===== src/rtl/mem_port_arbiter.sv =====
// mem_port_arbiter: round-robin arbiter sharing one memory port between two requesters.
// Supports wrapping burst reads, a per-beat timeout and fully registered outputs.
module mem_port_arbiter #(
    parameter int ADDRESS_LENGTH = 19,
    parameter int DATA_WIDTH     = 8,
    parameter int BURST_LEN      = 4,
    parameter int TIMEOUT_CYCLES = 255
) (
    input  logic                      Clk,
    input  logic                      Reset_n,
    input  logic                      Req0_Read,
    input  logic                      Req0_Write,
    input  logic                      Req0_Burst,
    input  logic [ADDRESS_LENGTH-1:0] Req0_Address,
    input  logic [DATA_WIDTH-1:0]     Req0_WData,
    input  logic                      Req1_Read,
    input  logic                      Req1_Write,
    input  logic                      Req1_Burst,
    input  logic [ADDRESS_LENGTH-1:0] Req1_Address,
    input  logic [DATA_WIDTH-1:0]     Req1_WData,
    output logic                      Grant0,
    output logic                      Grant1,
    output logic                      Req0_Read_Ready,
    output logic                      Req0_Write_Ready,
    output logic                      Req1_Read_Ready,
    output logic                      Req1_Write_Ready,
    output logic [DATA_WIDTH-1:0]     Rd_Data,
    output logic                      Mem_Read,
    output logic                      Mem_Write,
    output logic [ADDRESS_LENGTH-1:0] Mem_Address,
    output logic [DATA_WIDTH-1:0]     Mem_WData,
    input  logic                      Mem_Read_Ready,
    input  logic                      Mem_Write_Ready,
    input  logic [DATA_WIDTH-1:0]     Mem_RData,
    output logic                      Timeout_Error
);
    localparam int TW = $clog2(TIMEOUT_CYCLES + 1);
    typedef enum logic [1:0] {IDLE, ISSUE, WAIT, RELEASE} state_t;
    state_t                    state, state_n;
    logic                      owner, owner_n, is_read, is_read_n, burst, burst_n;
    logic                      last_grant, last_grant_n;
    logic [1:0]                beat, beat_n, grant, grant_n;
    logic [3:0]                rdy, rdy_n;
    logic [TW-1:0]             tcnt, tcnt_n;
    logic [ADDRESS_LENGTH-1:0] base, base_n, mem_address_n;
    logic [DATA_WIDTH-1:0]     mem_wdata_n, rd_data_n;
    logic                      mem_read_n, mem_write_n, tmo, tmo_n;
    logic                      r0, r1, sel1, sel_read, hit;
    assign r0       = Req0_Read | Req0_Write;
    assign r1       = Req1_Read | Req1_Write;
    // On conflict the requester that was not granted last goes first
    assign sel1     = r1 & (~r0 | ~last_grant);
    assign sel_read = sel1 ? Req1_Read : Req0_Read;
    assign hit      = is_read ? Mem_Read_Ready : Mem_Write_Ready;
    always_comb begin
        state_n       = state;
        owner_n       = owner;
        is_read_n     = is_read;
        burst_n       = burst;
        last_grant_n  = last_grant;
        beat_n        = beat;
        grant_n       = grant;
        tcnt_n        = tcnt;
        base_n        = base;
        mem_address_n = Mem_Address;
        mem_wdata_n   = Mem_WData;
        rd_data_n     = Rd_Data;
        mem_read_n    = 1'b0;
        mem_write_n   = 1'b0;
        rdy_n         = '0;
        tmo_n         = 1'b0;
        case (state)
            IDLE: if (r0 | r1) begin
                owner_n       = sel1;
                is_read_n     = sel_read;
                burst_n       = sel_read & (sel1 ? Req1_Burst : Req0_Burst);
                base_n        = sel1 ? Req1_Address : Req0_Address;
                mem_address_n = sel1 ? Req1_Address : Req0_Address;
                mem_wdata_n   = sel1 ? Req1_WData : Req0_WData;
                grant_n       = sel1 ? 2'b10 : 2'b01;
                mem_read_n    = sel_read;
                mem_write_n   = ~sel_read;
                beat_n        = 2'd0;
                state_n       = ISSUE;
            end
            ISSUE: begin
                tcnt_n  = '0;
                state_n = WAIT;
            end
            WAIT: if (hit) begin
                rdy_n[{owner, ~is_read}] = 1'b1;
                rd_data_n = is_read ? Mem_RData : Rd_Data;
                // Remaining burst beats wrap within the aligned 4-word line
                if (burst && beat != 2'(BURST_LEN - 1)) begin
                    beat_n        = beat + 2'd1;
                    mem_read_n    = 1'b1;
                    mem_address_n = {base[ADDRESS_LENGTH-1:2], base[1:0] + beat + 2'd1};
                    state_n       = ISSUE;
                end else begin
                    state_n = RELEASE;
                end
            end else if (tcnt == TW'(TIMEOUT_CYCLES - 1)) begin
                rdy_n[{owner, ~is_read}] = 1'b1;
                rd_data_n = '0;
                tmo_n     = 1'b1;
                state_n   = RELEASE;
            end else begin
                tcnt_n = (tcnt == TW'(TIMEOUT_CYCLES)) ? tcnt : tcnt + TW'(1);
            end
            RELEASE: begin
                grant_n      = 2'b00;
                last_grant_n = owner;
                state_n      = IDLE;
            end
            default: state_n = IDLE;
        endcase
    end
    always_ff @(posedge Clk or negedge Reset_n) begin
        if (!Reset_n) begin
            state       <= IDLE;
            owner       <= 1'b0;
            is_read     <= 1'b0;
            burst       <= 1'b0;
            last_grant  <= 1'b1;
            beat        <= 2'd0;
            grant       <= 2'b00;
            tcnt        <= '0;
            base        <= '0;
            Mem_Address <= '0;
            Mem_WData   <= '0;
            Rd_Data     <= '0;
            Mem_Read    <= 1'b0;
            Mem_Write   <= 1'b0;
            rdy         <= '0;
            tmo         <= 1'b0;
        end else begin
            state       <= state_n;
            owner       <= owner_n;
            is_read     <= is_read_n;
            burst       <= burst_n;
            last_grant  <= last_grant_n;
            beat        <= beat_n;
            grant       <= grant_n;
            tcnt        <= tcnt_n;
            base        <= base_n;
            Mem_Address <= mem_address_n;
            Mem_WData   <= mem_wdata_n;
            Rd_Data     <= rd_data_n;
            Mem_Read    <= mem_read_n;
            Mem_Write   <= mem_write_n;
            rdy         <= rdy_n;
            tmo         <= tmo_n;
        end
    end
    assign Grant0           = grant[0];
    assign Grant1           = grant[1];
    assign Req0_Read_Ready  = rdy[0];
    assign Req0_Write_Ready = rdy[1];
    assign Req1_Read_Ready  = rdy[2];
    assign Req1_Write_Ready = rdy[3];
    assign Timeout_Error    = tmo;
endmodule


===== config.mk =====
export PLATFORM = sky130hd
export DESIGN_NAME = mem_port_arbiter
export DESIGN_NICKNAME = d
export VERILOG_FILES = /design/src/rtl/mem_port_arbiter.sv
export SDC_FILE = /design/constraint.sdc
export NUM_CORES = 1
export LEC_CHECK = 0
export CAP_MARGIN = 20
export CORE_MARGIN = 2
export CORE_UTILIZATION = 50
export DETAILED_ROUTE_END_ITERATION = 6
export PLACE_DENSITY = 0.85
export SLEW_MARGIN = 20
export SYNTH_ARGS = -nofsm -noshare
export SYNTH_HDL_FRONTEND = slang
export SYNTH_SLANG_ARGS = --single-unit

===== constraint.sdc =====
create_clock -name Clk -period 2.9 [get_ports Clk]
set_input_delay 0.435 -clock Clk [delete_from_list [all_inputs] [get_ports Clk]]
set_output_delay 0.435 -clock Clk [all_outputs]
set_load 0.05 [all_outputs]

## Word-level counts from Yosys, hierarchy flattened

Index checks and enable logic that the tools add are counted.

- Flip-flop bits (word level): 79
- Input port bits: 72
- Output and inout port bits: 44

- Add/subtract/negate cells: 4
- Order comparisons: 2
- Equal/unequal tests: 14
- Mux-type cells: 42
- Bitwise gates (word level): 10
- Reduce and logical (&&, ||, !) cells: 13

Operator list:

| kind | number |
|---|---|
| $mux W19 | 4 |
| $mux W8 | 7 |
| $pmux W19 S2 | 1 |
| $mux W2 | 9 |
| $eq A8 B8 Y1 const B | 2 |
| $ne A2 B2 Y1 const B | 8 |
| $pmux W8 S2 | 1 |
| $mux W1 | 12 |
| $mux W4 | 3 |
| $add A8 B1 Y8 const B | 1 |
| $pmux W2 S2 | 2 |
| $pmux W2 S4 | 1 |
| $reduce_and A4 Y1 | 2 |
| $reduce_bool A2 Y1 | 4 |
| $reduce_and A2 Y1 | 3 |
| $add A2 B1 Y2 const B | 2 |
| $eq A2 B2 Y1 const B | 2 |
| $not A1 Y1 | 4 |
| $or A1 B1 Y1 | 4 |
| $lt A2 B3 Y1 const B | 1 |
| $ne A3 B3 Y1 const B | 1 |
| $reduce_and A3 Y1 | 1 |
| $add A2 B2 Y2 | 1 |
| $and A1 B1 Y1 | 2 |
| 6 further kinds | 7 |

## Depth between registers and ports, before layout

- Depth in word-level cells: 8
- Mapped depth: 7
- Mapped depth without buffers: 6

## Least setup slack after synthesis

No wires, ideal clock.

- Kind: register to register
- Start: register state[1]
- End: register Mem_WData[6]
- Setup time: 0.126 ns
- Arrival time: 1.541 ns
- Required time: 2.774 ns
- Path slack: 1.233 ns
- Stages on the path, launching flop included: 7
- Period minus slack after synthesis: 1.667 ns
- Cells stage by stage: dfrtp_1 or2_0 clkbuf_1 or2_1 buf_6 buf_6 a221o_1

- Longest elaborated chain between the ends: 2

RTL lines:

| item | line | text |
|---|---|---|
| from (decl) | 39 | `state_t state, state_n;` |
| from (signal assigned) | 137 | `state <= state_n;` |
| $logic_not A2 Y1 | 72 | `case (state)` |
| $reduce_and A2 Y1 (no line) | - |  |
| to (signal assigned) | 147 | `Mem_WData <= mem_wdata_n;` |
| to (decl) | 31 | `output logic [DATA_WIDTH-1:0] Mem_WData,` |

Every way passes these cells.
A chain may end at the register's enable or synchronous reset.

## Worst setup path in the final report

- Start: input Req1_Write
- End: register base[5]

- Longest elaborated chain between the ends: 3

RTL lines:

| item | line | text |
|---|---|---|
| from (decl) | 17 | `input logic Req1_Write,` |
| $or A1 B1 Y1 (*) | 50 | `assign r1 = Req1_Read \| Req1_Write;` |
| $and A1 B1 Y1 or $or A1 B1 Y1 (tied branches) | 52, 73 |  |
| $mux W19 or $reduce_and A2 Y1 (tied branches) | - |  |
| to (signal assigned) | 145 | `base <= base_n;` |
| to (decl) | 45 | `logic [ADDRESS_LENGTH-1:0] base, base_n, mem_address_n;` |

Mark *: on every way between the ends. The rest lies on a longest branch, timed or not.

==> results.md <==
* Critical path class: input pin to register
* Top-area cell type share of the netlist area at 53.0%
* Tmin final at 2250 ps
* Sequential share of power at 30.8%
* Leakage power at 2.24 nW
* Die ar. at 0.00807 mm^2
* Status: complete, no violations
* Via count at 3184
* Root Buffer Master: clkbuf_8
* H-tree depth at 3
* Vias per Instance at 5.57
* Total gr overflow at 0
* Ys flop type: dfrtp_1
* Share of post-route cells with drive strength above 1 at 7.82%
* Max Clock Skew at 7.45 ps
* Comb power frac at 53.7%
* Global-route wire length before repair at 15.4 mm
* Mapped cell area at 0.00368 mm^2
* Crit-path max cell delay at 640 ps
* Setup violations, final at 0
* CP Cell Sequence: clkdlybuf4s50_1 -> nor4_2 -> or2_2 -> buf_12 -> nand2_1 -> o21ai_0
* P_int at 3.31 mW
* Count leader, synth: dfrtp_1
* Worst r2r src: beat[0]
* Top post-synthesis cells by count: dfrtp_1 (78), nand2_1 (42), o21ai_0 (31), nor2_1 (26), mux2i_1 (20)
* Placed Instances at 554
* Largest net degree at the start of global routing at 80
* FF-to-FF path depth at 6
* Antenna violations before repair at 0
* Clock share of power at 15.4%
* Slew margin rel. at 54.9%
* CTS tree: done
* Cell taking the most area after synthesis: dfrtp_1
* Die X at 89.8 um
* Final WS setup at 654 ps
* Critical path's top delay family: simple AND/OR/NAND/NOR gates
* RR Endpoint: Mem_Address[0]
* P per Cell Area at 1170 mW/mm^2
* Initial Util at 51.4%
* Final Hold Vio Count at 0
* Vias in the first global route at 3317
* Pre-CTS WS at 356 ps
* Metal3 WL at 499 um
* Max Slew Vio Count at 0
* # IOs at 116
* Detailed Route Iter0 Violations at 118
* Clk pin slew, worst setup/hold paths at 80 ps
* Tcrit/Tclk final at 77.5%
* Crit path capture type: register
* Routed WL per cell at 16.0 um
* Area post-placement at 0.00493 mm^2
* Sw Ratio at 45.9%
* RD Place Congestion at 0.812
* WHS Path Cells at 2
* Hpwl dp at 6.37 mm
* Synth Register Bits at 79
* Clock Sinks at 79
* Endpoint, Worst Hold: base[3]
* First-pass iteration count of the detailed router at 5
* Worst Hold Slack at 488 ps
* Syn_area_per_cell at 10.4 um^2
* Setup TNS at 0 ps
* Critical path buffers and inverters at 2
* Post-Syn Nets at 431
* DR DRC count at 0
* Final Cell Area at 0.00521 mm^2
* Area Growth Syn to Fin at 41.3%
* WP data arrival at 2500 ps
* Hold_sp: base[3]
* Fmax at 0.445 GHz
* Drt total wl at 9.18 mm
* Synth Warn # at 0
* Design Power at 6.11 mW
* Crit-path slowest cell: nor4_2
* Cell depth of the worst setup path at 6
* Worst Hold Class: register to register
* Antenna-violating nets left at 0
* NetSw at 2.81 mW
* M1 wire length at 3.88 mm
* Core footprint at 0.00718 mm^2
* Netlist cell types at 50
* Worst setup SP type: input pin
* Register area share after synthesis at 53.7%
* ANT cells at 0
* CTS Buf Count at 9
* Req. time, crit path at 3150 ps
* Skew-Pair Late Insertion Delay at 350 ps
* Buffers on Ports at 115
* Mapped Cells at 355
* Post-CTS Setup Repair Bufs at 0
* VDD IR max at 0.724 mV
* DR WL met2 at 4.58 mm
* CP max FO at 39
* Die Height at 89.8 um
* R2r setup slk at 910 ps
* Max Root-Sink Buffers at 2
* Row count at 31
* Worst slew pin tran at 673 ps
* Top cells by area, synth: dfrtp_1 (53%), mux2i_1 (5.4%), nand2_1 (4.3%)
* Final core occ at 72.6%
* Fillers at 506
* Total GRT Usage at 23.5%
* Nets@finish at 544
* Top sig layer: met4
* Post-route insts no fill at 572
* Number of synthesized flops with an enable pin at 0
* Asr flop ratio synth at 100%
* RSZ-0062 raised after global routing: no
* Max Cap Viol at 0
-- per-layer routing --
| layer | GRT usage (%) | up-vias |
|---|---|---|
| met5 | 0 | - |
| met2 | 38.2 | 99 |
| met1 | 30.5 | 1554 |
| li1 | - | 1511 |
| met3 | 4.61 | 20 |
| met4 | 11.4 | 0 |
-- area by class of cell --
class	count	area (um^2)	area share [%]
flip-flops and latches	79	1980	38.0
multi-input cells	247	1590	30.6
repair buffers	125	1260	24.2
clock buffers	11	151	2.91
well taps	99	124	2.38
clock inverters	5	80.1	1.54
inverters	6	22.5	0.433
-- worst reg2reg max path: stages, from the launching register on --
cell	delay, ps
dfrtp_1	420
ha_1	230
nand4bb_1	240
o22ai_2	470
buf_4	290
nor2_1	50
a211oi_1	190
-- power groups by stage --
stage	combinational, mW	sequential (mW)	clock (mW)
after floorplan	1.31	2.77	0
final	3.29	1.89	0.943
after global routing	3.51	1.95	0.991
after global placement	3.19	1.88	0
after detailed placement	3.28	1.89	0
after CTS	3.29	1.88	0.945
-- kinds of logic (layout without fill, tap and decap cells) --
family / count (synthesis) / in the layout / synth area share, %
flops: 79 / 79 / 53.7
fa+ha+maj: 4 / 4 / 1.36
simple gates: 130 / 130 / 16.9
compound gates: 89 / 89 / 17.4
xor+xnor: 2 / 2 / 0.475
mux: 22 / 22 / 6.35
buf+inv: 29 / 147 / 3.80
-- worst max-delay path by stage --
stage / startpoint / end / slack, ps
CTS: Req1_Write / Mem_WData[4] / 730
global placement: Req1_Write / Mem_WData[5] / 440
finish: Req1_Write / base[5] / 650
floorplan: state[1] / Mem_WData[6] / 1230
detailed placement: Req1_Write / Mem_WData[4] / 360
global route: Req1_Write / base[5] / 590
-- sequential cells by signal (all words and copies together), names as in the netlist, 2 cells and up --
name and count:
state 2, Mem_Address 19, rdy 4, Rd_Data 8, grant 2, beat 2, tcnt 8, Mem_WData 8
base 19
-- cells in the final DEF, fill, tap and decap left out, types with 2 or more instances in the layout --
master             n
mux2i_1           20
bufinv_16          2
a22o_1             8
o31ai_1            2
a31oi_1            2
nand3_1           12
clkinvlp_4         2
inv_1              6
a221o_1            8
or3_1              2
buf_4              8
nand2b_1           2
clkdlybuf4s50_1  114
nor2_1            25
nor2b_1            4
a21oi_1            2
nand2_1           42
ha_1               4
a21o_1             3
and3_1            10
clkbuf_8          11
and2_1             2
nor3b_1            4
a211oi_1          19
o21ai_0           31
dfrtp_1           78
nor3_1            19
-- what timing repair did --
| action | in CTS | in global routing |
|---|---|---|
| endpoints found under the hold margin | 0 | 20 |
| resized for setup | 0 | 0 |
| hold buffers | 0 | 1 |
| setup endpoints to repair | 0 | 0 |
No activity file was read; power rests on OpenSTA's default activity.
